### config.mk
export PLATFORM = sky130hd
export DESIGN_NAME = photon_pipe_scheduler
export DESIGN_NICKNAME = d
export VERILOG_FILES = /design/src/rtl/photon_pipe_scheduler.sv
export SDC_FILE = /design/constraint.sdc
export NUM_CORES = 1
export LEC_CHECK = 0
export CORE_MARGIN = 5
export CORE_UTILIZATION = 40
export CTS_BUF_LIST = sky130_fd_sc_hd__clkbuf_16
export CTS_CLUSTER_SIZE = 16
export DETAILED_ROUTE_END_ITERATION = 12
export HOLD_SLACK_MARGIN = 0.1
export PLACE_DENSITY_LB_ADDON = 0.1
export SLEW_MARGIN = 20
export SYNTH_ARGS = -nofsm -noshare
export SYNTH_HDL_FRONTEND = slang
export SYNTH_SLANG_ARGS = --single-unit
### constraint.sdc
create_clock -name clock -period 5.6 [get_ports clock]
set_clock_uncertainty 0.15 [all_clocks]
set_input_delay 1.12 -clock clock [delete_from_list [all_inputs] [get_ports clock]]
set_output_delay 1.12 -clock clock [all_outputs]
set_load 0.05 [all_outputs]
### src/rtl/photon_pipe_scheduler.sv
// Entry scheduler for the photon-transport ring: recirc > launch > bubble arbitration,
// run/drain control and photon accounting. Define SCHED_BUBBLE_CNT_EN to add bubble_count.
module photon_pipe_scheduler #(
    parameter int DATA_WIDTH  = 32,
    parameter int COUNT_WIDTH = 32
) (
    input  logic                   clock,
    input  logic                   reset,
    input  logic                   start,
    input  logic [COUNT_WIDTH-1:0] num_photons,
    input  logic                   stall,
    input  logic                   launch_valid,
    input  logic [DATA_WIDTH-1:0]  launch_data,
    output logic                   launch_ready,
    input  logic                   recirc_valid,
    input  logic [DATA_WIDTH-1:0]  recirc_data,
    input  logic                   retire,
    output logic [DATA_WIDTH-1:0]  pipe_data,
    output logic                   pipe_dead,
    output logic                   pipe_enable,
    output logic                   busy,
    output logic                   done,
    output logic [COUNT_WIDTH-1:0] launched_count,
    output logic [COUNT_WIDTH-1:0] in_flight,
    output logic                   err_underflow
`ifdef SCHED_BUBBLE_CNT_EN
    ,
    output logic [COUNT_WIDTH-1:0] bubble_count
`endif
);

    typedef enum logic [1:0] {IDLE, RUN, DRAIN, DONE} state_t;

    state_t                 state;
    logic [COUNT_WIDTH-1:0] target;
    logic [COUNT_WIDTH-1:0] count_next;
    logic [COUNT_WIDTH-1:0] in_flight_next;
    logic                   launch_xfer;
    logic                   retire_ok;
    logic                   underflow;
    logic                   start_ok;

    assign pipe_enable = !stall;
    assign busy        = (state == RUN) || (state == DRAIN);
    assign done        = (state == DONE);
    assign start_ok    = start && ((state == IDLE) || (state == DONE));

    // Recirculating photons always win the entry slot so ring contents are never dropped.
    always_comb begin
        launch_ready   = (state == RUN) && !stall && !recirc_valid && (launched_count < target);
        launch_xfer    = launch_valid && launch_ready;
        retire_ok      = retire && !stall;
        underflow      = retire_ok && (in_flight == '0);
        pipe_data      = '0;
        pipe_dead      = 1'b1;
        if (recirc_valid) begin
            pipe_data = recirc_data;
            pipe_dead = 1'b0;
        end else if (launch_xfer) begin
            pipe_data = launch_data;
            pipe_dead = 1'b0;
        end
        count_next     = launch_xfer ? launched_count + COUNT_WIDTH'(1) : launched_count;
        in_flight_next = in_flight;
        if (launch_xfer && !retire_ok) begin
            in_flight_next = in_flight + COUNT_WIDTH'(1);
        end else if (!launch_xfer && retire_ok && !underflow) begin
            in_flight_next = in_flight - COUNT_WIDTH'(1);
        end
    end

    // Transitions look at next-cycle counter values so DRAIN/DONE appear the cycle after
    // the event that completes them; stall freezes everything except a new start.
    always_ff @(posedge clock) begin
        if (reset) begin
            state          <= IDLE;
            target         <= '0;
            launched_count <= '0;
            in_flight      <= '0;
            err_underflow  <= 1'b0;
        end else begin
            launched_count <= count_next;
            in_flight      <= in_flight_next;
            if (underflow) begin
                err_underflow <= 1'b1;
            end
            case (state)
                IDLE, DONE: begin
                    if (start_ok) begin
                        target         <= num_photons;
                        launched_count <= '0;
                        err_underflow  <= 1'b0;
                        state          <= (num_photons == '0) ? DONE : RUN;
                    end
                end
                RUN: begin
                    if (!stall && (count_next >= target)) begin
                        state <= DRAIN;
                    end
                end
                DRAIN: begin
                    if (!stall && (in_flight_next == '0)) begin
                        state <= DONE;
                    end
                end
                default: state <= IDLE;
            endcase
        end
    end

`ifdef SCHED_BUBBLE_CNT_EN
    // Counts enabled busy cycles where the entry slot went out empty; saturates.
    always_ff @(posedge clock) begin
        if (reset) begin
            bubble_count <= '0;
        end else if (start_ok) begin
            bubble_count <= '0;
        end else if (!stall && busy && pipe_dead && (bubble_count != '1)) begin
            bubble_count <= bubble_count + COUNT_WIDTH'(1);
        end
    end
`endif

endmodule

# Yosys cells after proc, flatten, opt, wreduce, memory -nomap -nowiden

Cells that the tools add are included.

Bits in registers: 99
Input port bits: 103
Output and inout bits: 102
Word-level logic and storage cells: 59

Add/subtract/negate cells: 3
Magnitude comparators: 2
Equality and inequality tests: 6
Muxes and demuxes: 17
Reductions and logical operators: 26

Operators by type and width:

| operator                                                             | count |
|---|---|
| 32-bit two-way mux                                                   | 7 |
| 32-bit zero test                                                     | 3 |
| 32-bit by 1-bit adder with 32-bit output, second input constant      | 2 |
| 32-bit greater-or-equal comparator                                   | 1 |
| 32-bit < comparator                                                  | 1 |
| 32-bit by 1-bit subtractor with 32-bit output, second input constant | 1 |
| 1-bit logical AND                                                    | 12 |
| 2-bit two-way mux                                                    | 4 |
| 2-bit case mux with 3 select lines                                   | 1 |
| 1-bit zero test                                                      | 5 |
| 1-bit two-way mux                                                    | 5 |
| 2-bit == test, second input constant                                 | 2 |
| 2-bit by 1-bit != test with 1-bit output, second input constant      | 2 |
| 3-bit AND reduction                                                  | 1 |
| 2-bit by 1-bit == test with 1-bit output, second input constant      | 1 |
| 2-bit zero test                                                      | 1 |
| 1-bit logical OR                                                     | 2 |
| 2-bit != test, second input constant                                 | 1 |
| 2-bit AND reduction                                                  | 1 |
| 2-bit OR reduction                                                   | 1 |

# Depth between registers and ports, before layout

Gate-level depths: netlist of run 1.

Depth after elaboration: 14
Mapped depth: 25
Mapped depth without buffers: 23

# Worst setup path after synthesis of run 1

OpenSTA, ideal clock, no wires.

Path type: input to register
Start: input recirc_valid
End: register state[0]
Setup time: 0.086 ns
Arrival: 5.461 ns
Data required time: 5.364 ns
Setup slack: -0.097 ns
Cell stages on the path: 18
Buffers on the path: 1
Cells stage by stage: buf_6 > or4b_4 > a221oi_4 > nand3_1 > nor4_2 > nand3_1 > or3_1 > or4_1 > xnor2_1 > ha_1 > nand4_1 > o2111ai_1 > o22ai_1 > nor3_1 > and4b_1 > nand4_1 > o211a_1 > a211oi_1

Word-level cells in the longest chain between the ends: 13
Elaborated cells between the ends (all ways): 18

RTL lines:

| item                                                                       | RTL line | RTL |
|---|---|---|
| start, declared                                                            | 15       | `input logic recirc_valid,` |
| 1-bit zero test *                                                          | 50       | `launch_ready = (state == RUN) && !stall && !recirc_valid && (launched_count < target);` |
| 1-bit logical AND * (2 in a row)                                           | 50       |  |
| 1-bit logical AND *                                                        | 51       | `launch_xfer = launch_valid && launch_ready;` |
| branches (longest 8 deep; another with 32-bit greater-or-equal comparator) | n/a      |  |
| 3-bit AND reduction (no source line) *                                     | n/a      |  |
| end signal, assigned                                                       | 93       | `state <= (num_photons == '0) ? DONE : RUN;` |
| end, declared                                                              | 34       | `state_t state;` |

Every way passes the cells marked *.
A chain may end at the register's enable or synchronous reset.

# Worst setup path in the final report of run 1

Start: input stall
End: register state[0]

Word-level cells in the longest chain between the ends: 14
Elaborated cells between the ends (all ways): 23

RTL lines:

| item                                                                        | RTL line | RTL |
|---|---|---|
| start, declared                                                             | 11       | `input logic stall,` |
| 1-bit zero test *                                                           | n/a      |  |
| branches (longest 12 deep; another with 32-bit greater-or-equal comparator) | n/a      |  |
| 3-bit AND reduction (no source line) *                                      | n/a      |  |

Marked as above.

==> results of run 1 <==
-- stage by stage --
stage	hold slack, ns	power [uW]	TNS (ns)
after floorplan	0.2863	2763	0
after global placement	0.2928	3577	-0.9181
after detailed placement	0.2975	3579	-1.157
after CTS	0.3063	4221	0
after global routing	0.3248	4524	0
final	0.3044	4231	0
-- cell usage in the layout, fill, tap and decap left out, types with 3 or more instances in the layout --
cell,count
xor2_1,21
nor4_1,24
xnor2_1,31
o22ai_1,4
and4_1,8
nor3_1,19
a21oi_1,58
inv_1,49
a31oi_1,4
a21oi_2,3
o21a_1,3
buf_4,45
and3_1,12
a21o_1,13
o21ai_0,7
ha_1,69
dfxtp_1,98
or2_2,5
a22o_1,34
nand3_1,27
clkdlybuf4s50_1,167
or4_4,3
nand2_1,107
a22oi_1,5
a211o_1,3
or3_1,8
mux2i_1,3
nor2b_1,40
and2_1,7
nand4b_1,3
clkbuf_16,9
buf_12,33
nor2_1,57
a211oi_1,6
nand4_1,25
nand2b_1,6
a221o_1,3
-- path summary, 6_finish.rpt --
check,to,slack [ns]
setup / recovery,state[0]$_SDFFE_PP0P_,0.24
hold / removal,target[4]$_SDFFE_PP0P_,0.30
setup reg to reg,state[0]$_SDFFE_PP0P_,0.33
hold reg to reg,target[4]$_SDFFE_PP0P_,0.30
-- area by class of cell --
class | count | area share, %
multi-input cells | 686 | 47.12
repair buffers | 248 | 26.30
flip-flops and latches | 99 | 19.42
well taps | 225 | 2.757
clock buffers | 9 | 2.206
inverters | 46 | 1.691
clock inverters | 6 | 0.5025
-- cells in the mapped netlist, types with 3 or more instances --
library cell  number
nand4_1           25
or2_2              5
a31oi_1            4
inv_1             46
a22o_1            34
o22ai_1            5
and2_1             7
and4_1             9
a21o_1            13
or4_1              4
a211o_1            3
xnor2_1           33
ha_1              69
nand4b_1           3
clkbuf_1          29
nor2_1            60
and3_1            14
a211oi_1           8
nor4_1            26
o21ai_0            9
a21oi_1           60
xor2_1            22
buf_2              3
or3_1              9
nand3_1           29
a22oi_1            6
dfxtp_1           99
a221o_1            3
nand2_1          107
o21a_1             3
nor3_1            20
mux2i_1            3
buf_6              3
nor2b_1           41
nand2b_1           6
-- cells by family (layout without fill, tap and decap cells) --
kind of cell / Yosys count / after routing / synth area share [%]
buffers and inverters: 83 / 309 / 4.855
AO/OA/AOI/OAI: 180 / 180 / 18.86
AND/OR/NAND/NOR: 379 / 379 / 28.22
flip-flops: 99 / 99 / 28.38
adder cells (fa/ha/maj): 69 / 69 / 12.36
multiplexers: 3 / 3 / 0.4300
XOR/XNOR: 55 / 55 / 6.897
-- registers in the layout, summed over array words and instances, names as in the netlist --
name            count
err_underflow       1
in_flight          32
launched_count     32
state               2
target             32
-- power breakdown --
part | leakage (uW) | internal [uW] | total, uW | switching (uW)
combinational | 0.00311 | 1020 | 2570 | 1550
clock | 0.000149 | 338 | 602 | 264
sequential | 0.000805 | 852 | 1060 | 208
total | 0.00406 | 2210 | 4230 | 2020
-- critical path: cells and delay by family --
family                   cells  cell delay, ns
AO/OA/AOI/OAI                5            1.08
AND/OR/NAND/NOR             10            2.74
XOR/XNOR                     1            0.16
adder cells (fa/ha/maj)      1            0.30
buffers and inverters        1            0.09
-- what timing repair did --
item / CTS / global route
pin swaps: 8 / 21
setup endpoints to repair: 2 / 2
setup buffers: 4 / 2
cloned: 0 / 0
gates resized for setup: 9 / 25
-- layer usage --
layer,routed length [um],up-vias
met1,10560,3321
li1,-,3583
met4,484,0
met3,1296,30
met2,11880,210
met5,0,-
==> flow_summary.ini, run 1 <==
[route]
dr.pass1.iters = 6
drt_iter0_drc = 464
via_per_inst = 5.416
totalWireLength_um = 24230
drc = 0
ant_nets = 0
avgRoutedWirePerCell_um = 18.37
vias = 7144

[floorplanning]
io_pins = 205
initial_core_util_pct = 40.52
num_rows = 48
dieWidth_um = 142.1
die-area_mm2 = 0.02020
chipHeight_um = 142.1
core_area_mm2 = 0.01724

[placement]
placed_area_mm2 = 0.009768
numPortBuffers = 204
dp_hpwl_um = 19140
post-place-ws_ns = -0.5893
dp.cells = 1298
gp_congestion = 0.9352

[yosys]
ys_seq_area_share_pct = 28.38
netlist_area_mm2 = 0.006984
yosysTopAreaCellShare_pct = 28.38
async_flop_share_pct = 0
synth_area_leader_cell = dfxtp_1
postSynthAreaPerCell_um2 = 8.046
syn-instance-count = 868
synth_ff_type = dfxtp_1
synth-edff-count = 0
synth_area_leaders = dfxtp_1, ha_1, nand2_1
syn_nets = 1040
synth_warnings = 0
ys_types = 72
yosys_register_bits = 99

[worst_setup_path]
reg2reg_depth = 20
critPathArrivalTime_ns = 5.48
slowest_delay_ns = 0.55
worst-path-max-fanout = 3
path_cells = clkbuf_2, or4b_4, a221oi_4, nand3_2, nor4_4, nand3_1, or3_4, or4_4, xnor2_2, ha_1, nand4_1, o2111ai_2, a211oi_2, nor3_2, and4b_1, nand4_1, o211a_1, a211oi_2
slowest_stage = or4_4
startpoint = stall
critPathKind = in2reg
crit-reg2reg-launch = target[17]$_SDFFE_PP0P_
cp.required_ns = 5.72
endpoint_kind = register
worstSetupStartpointType = input port

[final_layout]
syn_to_final_growth_pct = 46.18
final_util_pct = 59.23
multi_input_area_mm2 = 0.004811
finish.instance_area_mm2 = 0.01021
antennaDiodeCount = 0
finalNetCount = 1262
n_fill_cell = 1551
fin_cells = 1319
drive_above_1_share_pct = 12.71
layout.area.seq_mm2 = 0.001983

[power_and_ir_drop]
power_leakage_uw = 0.004062
powerDensity_mw_per_mm2 = 414.4
ir_worst_vdd_mv = 0.4315

[global_route]
gr-total-overflow = 0
grt_pass1_wl_um = 37510
grt.total_usage_pct = 23.25
grt_pass1_vias = 7034
grt_max_degree = 68
use_met2_pct = 39.45
grt-busiest-layer = met2
grt_util_met1_pct = 30.08
use_met3_pct = 4.570
antenna_found_initial = 0

[hold_path]
hold_class = reg2reg
hold_start = target[4]$_SDFFE_PP0P_
hold_depth = 2

[sta]
relSlewSlack_pct = 40.09
max_freq_mhz = 186.6
finalCritPeriodShare_pct = 95.68
setup_viol = 0
setup_ws_ns = 0.2418
drv_slew = 0
hold_viol = 0
finalCriticalPeriod_ns = 5.358
rsz0062_at_grt = no
worst_pin_slew_ns = 0.8968

[clock_network]
cts_sinks = 99
cts_hold_buf = 0
root_buffer = clkbuf_16
cts_buffers = 9
cts_tree = done
cts_max_path_buffers = 2
htreeDepth = 3
clk_latency_ns = 0.35
clk_pin_slew_worst_paths_ns = 0.06

[outcome]
status = complete, no violations

[flow_run]
max_cap_viol_count = 0
Note: power is estimated with default switching activity, not from simulation.
==> run 2, diff against run 1 <==
--- a/config.mk
+++ b/config.mk
@@ -10,7 +10,8 @@
 export CTS_BUF_LIST = sky130_fd_sc_hd__clkbuf_16
 export CTS_CLUSTER_SIZE = 16
 export DETAILED_ROUTE_END_ITERATION = 12
-export HOLD_SLACK_MARGIN = 0.1
+export GPL_ROUTABILITY_DRIVEN = 0
+export HOLD_SLACK_MARGIN = 0.05
 export PLACE_DENSITY_LB_ADDON = 0.1
 export SLEW_MARGIN = 20
 export SYNTH_ARGS = -nofsm -noshare
==> run 2 against run 1 <==
Against the previous run: sequential power about the same; non-clock buffer count down 3; flip-flop and latch count unchanged; wire length down 0.31%; critical endpoint unchanged; critical path type is now reg2reg; cell count down 0.15%; utilization up 0.13 points; power down 0.68%; die area unchanged; count of clock-buffer cells in the layout unchanged; highest routed layer unchanged.
==> flow_summary.ini, run 2 (same netlist as run 1, synthesis figures left out) <==
[power_and_ir_drop]
power_leakage_uw = 0.004067
ir_worst_vdd_mv = 0.4508
p_comb_share_pct = 60.9
powerDensity_mw_per_mm2 = 410.6
switching_share_pct = 48.45
seq_power_share_pct = 25.3
power_frac_clock_pct = 13.8
p_int_uw = 2166
switchingPower_uw = 2036

[sta]
setup_tns_ns = 0
worst_pin_slew_ns = 0.8410
finalCritPeriodShare_pct = 95.61
setup_viol = 0
holdWs_ns = 0.3059
max_freq_mhz = 186.8
relSlewSlack_pct = 43.82
setup_ws_ns = 0.2460
finalCriticalPeriod_ns = 5.354
drv_slew = 0
hold_viol = 0

[worst_setup_path]
reg2reg_slack_ns = 0.25
critPathArrivalTime_ns = 5.48
endpoint_kind = register
crit_family = compound AO/OA/AOI/OAI gates
rr_endpoint = state[0]$_SDFFE_PP0P_
critPathKind = reg2reg
slowest_stage = a22oi_1
cp_num_buf_inv = 2
worst-path-max-fanout = 5
reg2reg_depth = 23
crit-reg2reg-launch = target[19]$_SDFFE_PP0P_
slowest_delay_ns = 0.49
cp.required_ns = 5.73
path_cells = inv_1, ha_1, and2_0, a221o_1, a22oi_1, nand3_2, nor4_4, nand3_1, or3_4, buf_4, nor2_2, xor2_2, ha_1, a21o_1, a21o_1, a21oi_2, o2111ai_2, a211oi_2, nor3_2, and4b_1, nand4_1, o21ai_2, a211oi_2
worstSetupStartpointType = register

[route]
dr_wl_met3_um = 1173
topRoutingLayerUsed = met4
met1_length_um = 10670
vias = 7191
via_per_inst = 5.460
totalWireLength_um = 24150
routed-wl-met2_um = 11750
dr.pass1.iters = 5
avgRoutedWirePerCell_um = 18.34
drc = 0
drt_iter0_drc = 411
ant_nets = 0

[global_route]
grt_max_degree = 68
grt_pass1_vias = 7096
gr-total-overflow = 0
grt_pass1_wl_um = 37710
grt.total_usage_pct = 23.28
antenna_found_initial = 0

[hold_path]
hold_depth = 2
holdPathEnd = target[28]$_SDFFE_PP0P_
hold_class = reg2reg
hold_start = target[28]$_SDFFE_PP0P_

[clock_network]
clk_latency_ns = 0.35
htreeDepth = 3
cts_sinks = 99
cts_max_path_buffers = 2
clk_pin_slew_worst_paths_ns = 0.07
cts_tree = done
root_buffer = clkbuf_16
cts_buffers = 9
cts_hold_buf = 0

[placement]
post-place-ws_ns = -0.5564
placed_area_mm2 = 0.009768
numPortBuffers = 204
dp_hpwl_um = 19010

[final_layout]
finalNetCount = 1259
antennaDiodeCount = 0
n_fill_cell = 1574
layout_commonest_cell = clkdlybuf4s50_1
drive_above_1_share_pct = 12.64
syn_to_final_growth_pct = 46.51
reg_top3 = in_flight (32), launched_count (32), target (32)
finish.instance_area_mm2 = 0.01023
final_cell_mix = clkdlybuf4s50_1, nand2_1, dfxtp_1, ha_1, a21oi_1

[floorplanning]
chipHeight_um = 142.1
io_pins = 205
die-area_mm2 = 0.02020
initial_core_util_pct = 40.52
core_area_mm2 = 0.01724
dieWidth_um = 142.1
num_rows = 48

[flow_run]
max_cap_viol_count = 0

[outcome]
status = complete, no violations
[run 2: cell type report]
class	instances	area (um2)	share of cell area (%)
multi-input cells	686	4851	47.41
clock buffers	9	225.2	2.201
repair buffers	245	2678	26.17
flip-flops and latches	99	1982	19.37
well taps	225	281.5	2.751
clock inverters	7	42.54	0.4158
inverters	46	172.7	1.687
[run 2: repair_timing]
action | CTS | global route
setup endpoints to repair | 2 | 2
gates resized for setup | 11 | 25
gates cloned | 0 | 0
buffers inserted | 3 | 0
pin swaps | 7 | 25
[run 2: worst reg2reg max path: cells and delay by family (launching register included)]
family | cells | cell delay (ns)
XOR/XNOR | 1 | 0.20
AND/OR/NAND/NOR | 9 | 1.72
buffers and inverters | 2 | 0.22
AO/OA/AOI/OAI | 9 | 2.11
flip-flops | 1 | 0.33
adder cells (fa/ha/maj) | 2 | 0.55
[run 2: per-stage QoR]
stage | total power, uW | utilization [%] | instances
6_report | 4202 | 59.36 | 1317
5_1_grt | 4499 | 59.36 | 1317
4_1_cts | 4199 | 58.67 | 1317
3_5_place_dp | 3579 | 56.67 | 1298
3_3_place_gp | 3581 | 56.67 | 1298
2_1_floorplan | 2763 | - | 868
[run 2: power groups by stage]
stage | registers [uW] | clock network, uW | logic (uW)
2_1_floorplan | 1330 | 0 | 1430
3_3_place_gp | 1070 | 0 | 2510
3_5_place_dp | 1070 | 0 | 2510
4_1_cts | 1060 | 602 | 2540
5_1_grt | 1090 | 628 | 2780
6_report | 1060 | 579 | 2560
[run 2: worst max-delay path by stage]
stage                                       start                     to  cells past startpoint
after floorplan                      recirc_valid  state[0]$_SDFFE_PP0P_                     18
after global placement               recirc_valid  state[1]$_SDFFE_PP0P_                     21
after detailed placement             recirc_valid  state[0]$_SDFFE_PP0P_                     21
after CTS                            recirc_valid  state[1]$_SDFFE_PP0P_                     21
after global routing      target[17]$_SDFFE_PP0P_  state[0]$_SDFFE_PP0P_                     23
final                     target[19]$_SDFFE_PP0P_  state[0]$_SDFFE_PP0P_                     23
[run 2: metal layers]
layer / vias to the layer above / global-route usage [%]
met5: - / 0
met3: 43 / 4.671
met2: 198 / 39.16
met1: 3378 / 30.55
met4: 0 / 6.061
li1: 3572 / -
==> run 3, diff against run 2 <==
--- a/config.mk
+++ b/config.mk
@@ -11,7 +11,6 @@
 export CTS_CLUSTER_SIZE = 16
 export DETAILED_ROUTE_END_ITERATION = 12
 export GPL_ROUTABILITY_DRIVEN = 0
-export HOLD_SLACK_MARGIN = 0.05
 export PLACE_DENSITY_LB_ADDON = 0.1
 export SLEW_MARGIN = 20
 export SYNTH_ARGS = -nofsm -noshare
==> results of run 3 <==
Final layout, timing and power as in run 2 (identical DEF).
==> RTL change 1 (flow settings as in run 2) <==
Add a define of `SCHED_BUBBLE_CNT_EN`.
--- a/src/rtl/photon_pipe_scheduler.sv
+++ b/src/rtl/photon_pipe_scheduler.sv
@@ -2,2 +2,4 @@
 // run/drain control and photon accounting. Define SCHED_BUBBLE_CNT_EN to add bubble_count.
+`define SCHED_BUBBLE_CNT_EN
+
 module photon_pipe_scheduler #(
Behaviour (old outputs only; new: bubble_count): unchanged (Yosys induction, for registers that start in step).
==> RTL change 1 against run 2 <==
Wire length up 22%; worst setup slack got worse by 0.031 ns; final area is 21% higher; total power fell by 1.6%; area after synthesis grew 21%; die area up 19%; final cell count up 21%; sequential cell count up 32; synthesized cell count rose by 21%; critical path depth down 3; critical path type is now input pin to flop; largest power group unchanged; highest routed layer unchanged.
==> RTL change 1: results (changes against run 2) <==
Reg power frac 0.284 (was 0.253); dpl ws -0.928 ns (was -0.556 ns); first-pass GRT wire length 45400 µm (was 37700 µm); total CTS buffers 17 (was 9); Syn Area/Cell 8.03 µm² (was 8.05 µm²); Endpoint, Worst Hold target[6] (was target[28]); grt met1 use 0.330 (was 0.306); H-tree depth 4 (was 3); status completed (unchanged); post-CTS setup buffers 2 (was 3); WL/cell 18.5 µm (was 18.3 µm); Reg2Reg Setup Slack 0.32 ns (was 0.25 ns); DP HPWL 23100 µm (was 19000 µm); crit-path max cell delay 0.51 ns (was 0.49 ns); CTS resizes 4 (was 11); post-detailed-routing wire length 29400 µm (was 24200 µm); CP Launch Point stall (was target[19]); Slowest-stage cell, CP or4b_4 (was a22oi_1); gr usage total 0.235 (was 0.233); worst hold path startpoint target[6] (was target[28]); met3 wire len 2230 µm (was 1170 µm); R2R cell count 22 (was 23); IO buf count 236 (was 204); fin crit share 0.962 (was 0.956); largest net degree at the start of global routing 69 (was 68); DR iter-0 viols 671 (was 411); layout cells sized above 1 0.113 (was 0.126); Power Dens Cells 333 mW/mm² (was 411 mW/mm²); Clock Latency Late Sink 0.42 ns (was 0.35 ns); M2 GR Usage 0.372 (was 0.392); final hold slack 0.304 ns (was 0.306 ns); Clock power frac 0.280 (was 0.138)
-- RTL change 1: cell count changes after synthesis, moves of 15 or more --
cell / before / now
xnor2_1: 33 / 48
nand4_1: 25 / 46
mux2i_1: 3 / 23
nor2_1: 60 / 95
dfxtp_1: 99 / 131
-- RTL change 1: through the flow --
stage	utilization	total power, mW
after floorplan	-	2.30
after global placement	0.558	2.93
after detailed placement	0.558	2.94
after CTS	0.588	4.11
after global routing	0.594	4.37
final	0.594	4.13
-- RTL change 1: layout make-up --
class / count / share of cell area
Clock inverter: 14 / 0.0143
Tap cell: 275 / 0.0277
Multi-Input combinational cell: 819 / 0.451
Sequential cell: 131 / 0.211
Timing Repair Buffer: 286 / 0.246
Inverter: 49 / 0.0148
Clock buffer: 17 / 0.0343
-- RTL change 1: cells by family after synthesis --
group / synth area share
and+or+nand+nor: 0.286
AOI/OAI and AO/OA: 0.140
DFF: 0.310
buffers and inverters: 0.0475
xor gates and xnor gates: 0.0819
adders and majority gates: 0.104
muxes: 0.0299
==> RTL change 2 (settings of run 2) <==
Without the edit above. Re-encode `state_t` (4 states) as one-hot, 4 bits wide.
--- a/src/rtl/photon_pipe_scheduler.sv
+++ b/src/rtl/photon_pipe_scheduler.sv
@@ -31,3 +31,3 @@
 
-    typedef enum logic [1:0] {IDLE, RUN, DRAIN, DONE} state_t;
+    typedef enum logic [3:0] {IDLE = 4'b0001, RUN = 4'b0010, DRAIN = 4'b0100, DONE = 4'b1000} state_t;
 
Function: no difference found for any inputs over 4 cycles, from zero or initial values and one cycle with reset high; so few cycles prove little.
==> RTL change 2 against run 2 <==
Via count rose by 16%; sequential cell count rose by 2; wire length rose by 13%; die area rose by 13%; worst setup slack improved by 0.20 ns; critical path depth fell by 5; clock power rose by 20%; area after synthesis rose by 14%; first-iteration DRC count rose by 71%; final area rose by 6.0%; total power fell by 21%; critical path type is now input pin to flop.
==> RTL change 2: results (changes against run 2) <==
largest net degree at the start of global routing 70 (was 68); delay-heaviest family, CP simple AND/OR/NAND/NOR gates (was compound AO/OA/AOI/OAI gates); Post-Syn Nets 1197 (was 1040); gr usage total 0.232 (was 0.233); vias 8344 (was 7191); R2R cell count 18 (was 23); count of cell types in the netlist 83 (was 72); Final setup viols 0 (unchanged); fillers 1878 (was 1574); CTS resizes 0 (was 11); status completed (unchanged); DP HPWL 21300 µm (was 19000 µm); Post-synth top cells nand2_1, dfxtp_1, nor2_1 (was nand2_1, dfxtp_1, ha_1); DR iter-0 viols 703 (was 411); Total Nets Final 1376 (was 1259); WL/cell 18.5 µm (was 18.3 µm); Reg2Reg Setup Slack 0.64 ns (was 0.25 ns); via count of the first global-routing pass 7901 (was 7096); Hold Path Depth 2 (unchanged); crit-path max cell delay 0.53 ns (was 0.49 ns); clock tree buffer depth 2 (unchanged); post-CTS setup buffers 0 (was 3); Endpoint, Worst Hold target[25] (was target[28]); IO buf count 204 (unchanged); dpl ws 0.0965 ns (was -0.556 ns); reg2reg start launched_count[1] (was target[19]); leakage 4.27 nW (was 4.07 nW); R2R Path End state[2] (was state[0]); top post-synthesis cells by area dfxtp_1, ha_1, nand2_1 (unchanged); Worst EP arrival 5.27 ns (was 5.48 ns); total CTS buffers 9 (unchanged); Seq/Total Area, Yosys 0.253 (was 0.284); Peak VDD IR 0.214 mV (was 0.451 mV); Clock Latency Late Sink 0.37 ns (was 0.35 ns); layout cells sized above 1 0.0974 (was 0.126); normalized max-slew margin 0.316 (was 0.438); worst hold path startpoint target[25] (was target[28]); Slowest-stage cell, CP or3_1 (was a22oi_1); first-pass GRT wire length 42600 µm (was 37700 µm)
[RTL change 2: per-layer routing]
layer / GRT usage / vias to the layer above / wire length (µm)
li1: - / 4137 / -
met4: 0.0657 / 0 / 537
met3: 0.0362 / 36 / 1390
met5: 0 / - / 0
met1: 0.310 / 3933 / 12200
met2: 0.389 / 238 / 13300
[RTL change 2: power by group]
part,switching (mW),internal [mW]
Sequential,0.164,0.818
Combinational,1.00,0.624
Clock,0.331,0.363
Total,1.49,1.81
[RTL change 2: worst max path at each step]
stage / end / slack [ns] / start / cells after the start
after detailed placement: state[2] / 0.1 / stall / 18
after global routing: state[2] / 0.02 / stall / 18
after global placement: state[2] / 0.16 / stall / 19
after CTS: state[2] / 0.46 / stall / 18
final: state[2] / 0.44 / stall / 18
after floorplan: state[2] / 0.49 / launched_count[1] / 19
[RTL change 2: worst register-to-register path: stages, from the launching register on]
cell,delay (ns)
dfxtp_1,0.43
ha_1,0.26
o21ai_0,0.14
nor2_1,0.06
o311ai_0,0.70
a311oi_4,0.24
nor3_1,0.33
nand3_1,0.19
or3_1,0.53
nor2_1,0.16
xor2_1,0.20
ha_1,0.28
a21o_1,0.17
a21oi_1,0.14
nor2_1,0.06
nor4bb_1,0.33
nand2_1,0.09
o31a_1,0.27
o211a_1,0.13
[RTL change 2: cell families after synthesis]
kind of cell    after synthesis  share of synthesized area
compound gates              233                      0.206
xor+xnor                     39                     0.0428
fa+ha+maj                    66                      0.103
buf+inv                     117                     0.0737
flops                       101                      0.253
mux                           2                    0.00251
simple gates                470                      0.318
[RTL change 2: final cells by class]
class / instances / area (µm²) / area share
clock inverter: 7 / 100 / 0.00923
sequential: 101 / 2020 / 0.186
clock buffer: 9 / 225 / 0.0208
inverter: 49 / 184 / 0.0170
timing repair buffer: 236 / 2610 / 0.240
tap: 265 / 332 / 0.0306
multi-input combinational: 810 / 5370 / 0.496
[RTL change 2: per-stage QoR]
stage / power [mW] / hold WS, ns / cells / util / cell area, µm²
floorplan: 2.07 / 0.286 / 1028 / - / 7980
CTS: 3.31 / 0.310 / 1477 / 0.555 / 10800
global placement: 2.60 / 0.294 / 1461 / 0.539 / 10500
finish: 3.30 / 0.307 / 1477 / 0.555 / 10800
global route: 3.50 / 0.327 / 1477 / 0.555 / 10800
detailed placement: 2.61 / 0.298 / 1461 / 0.539 / 10500
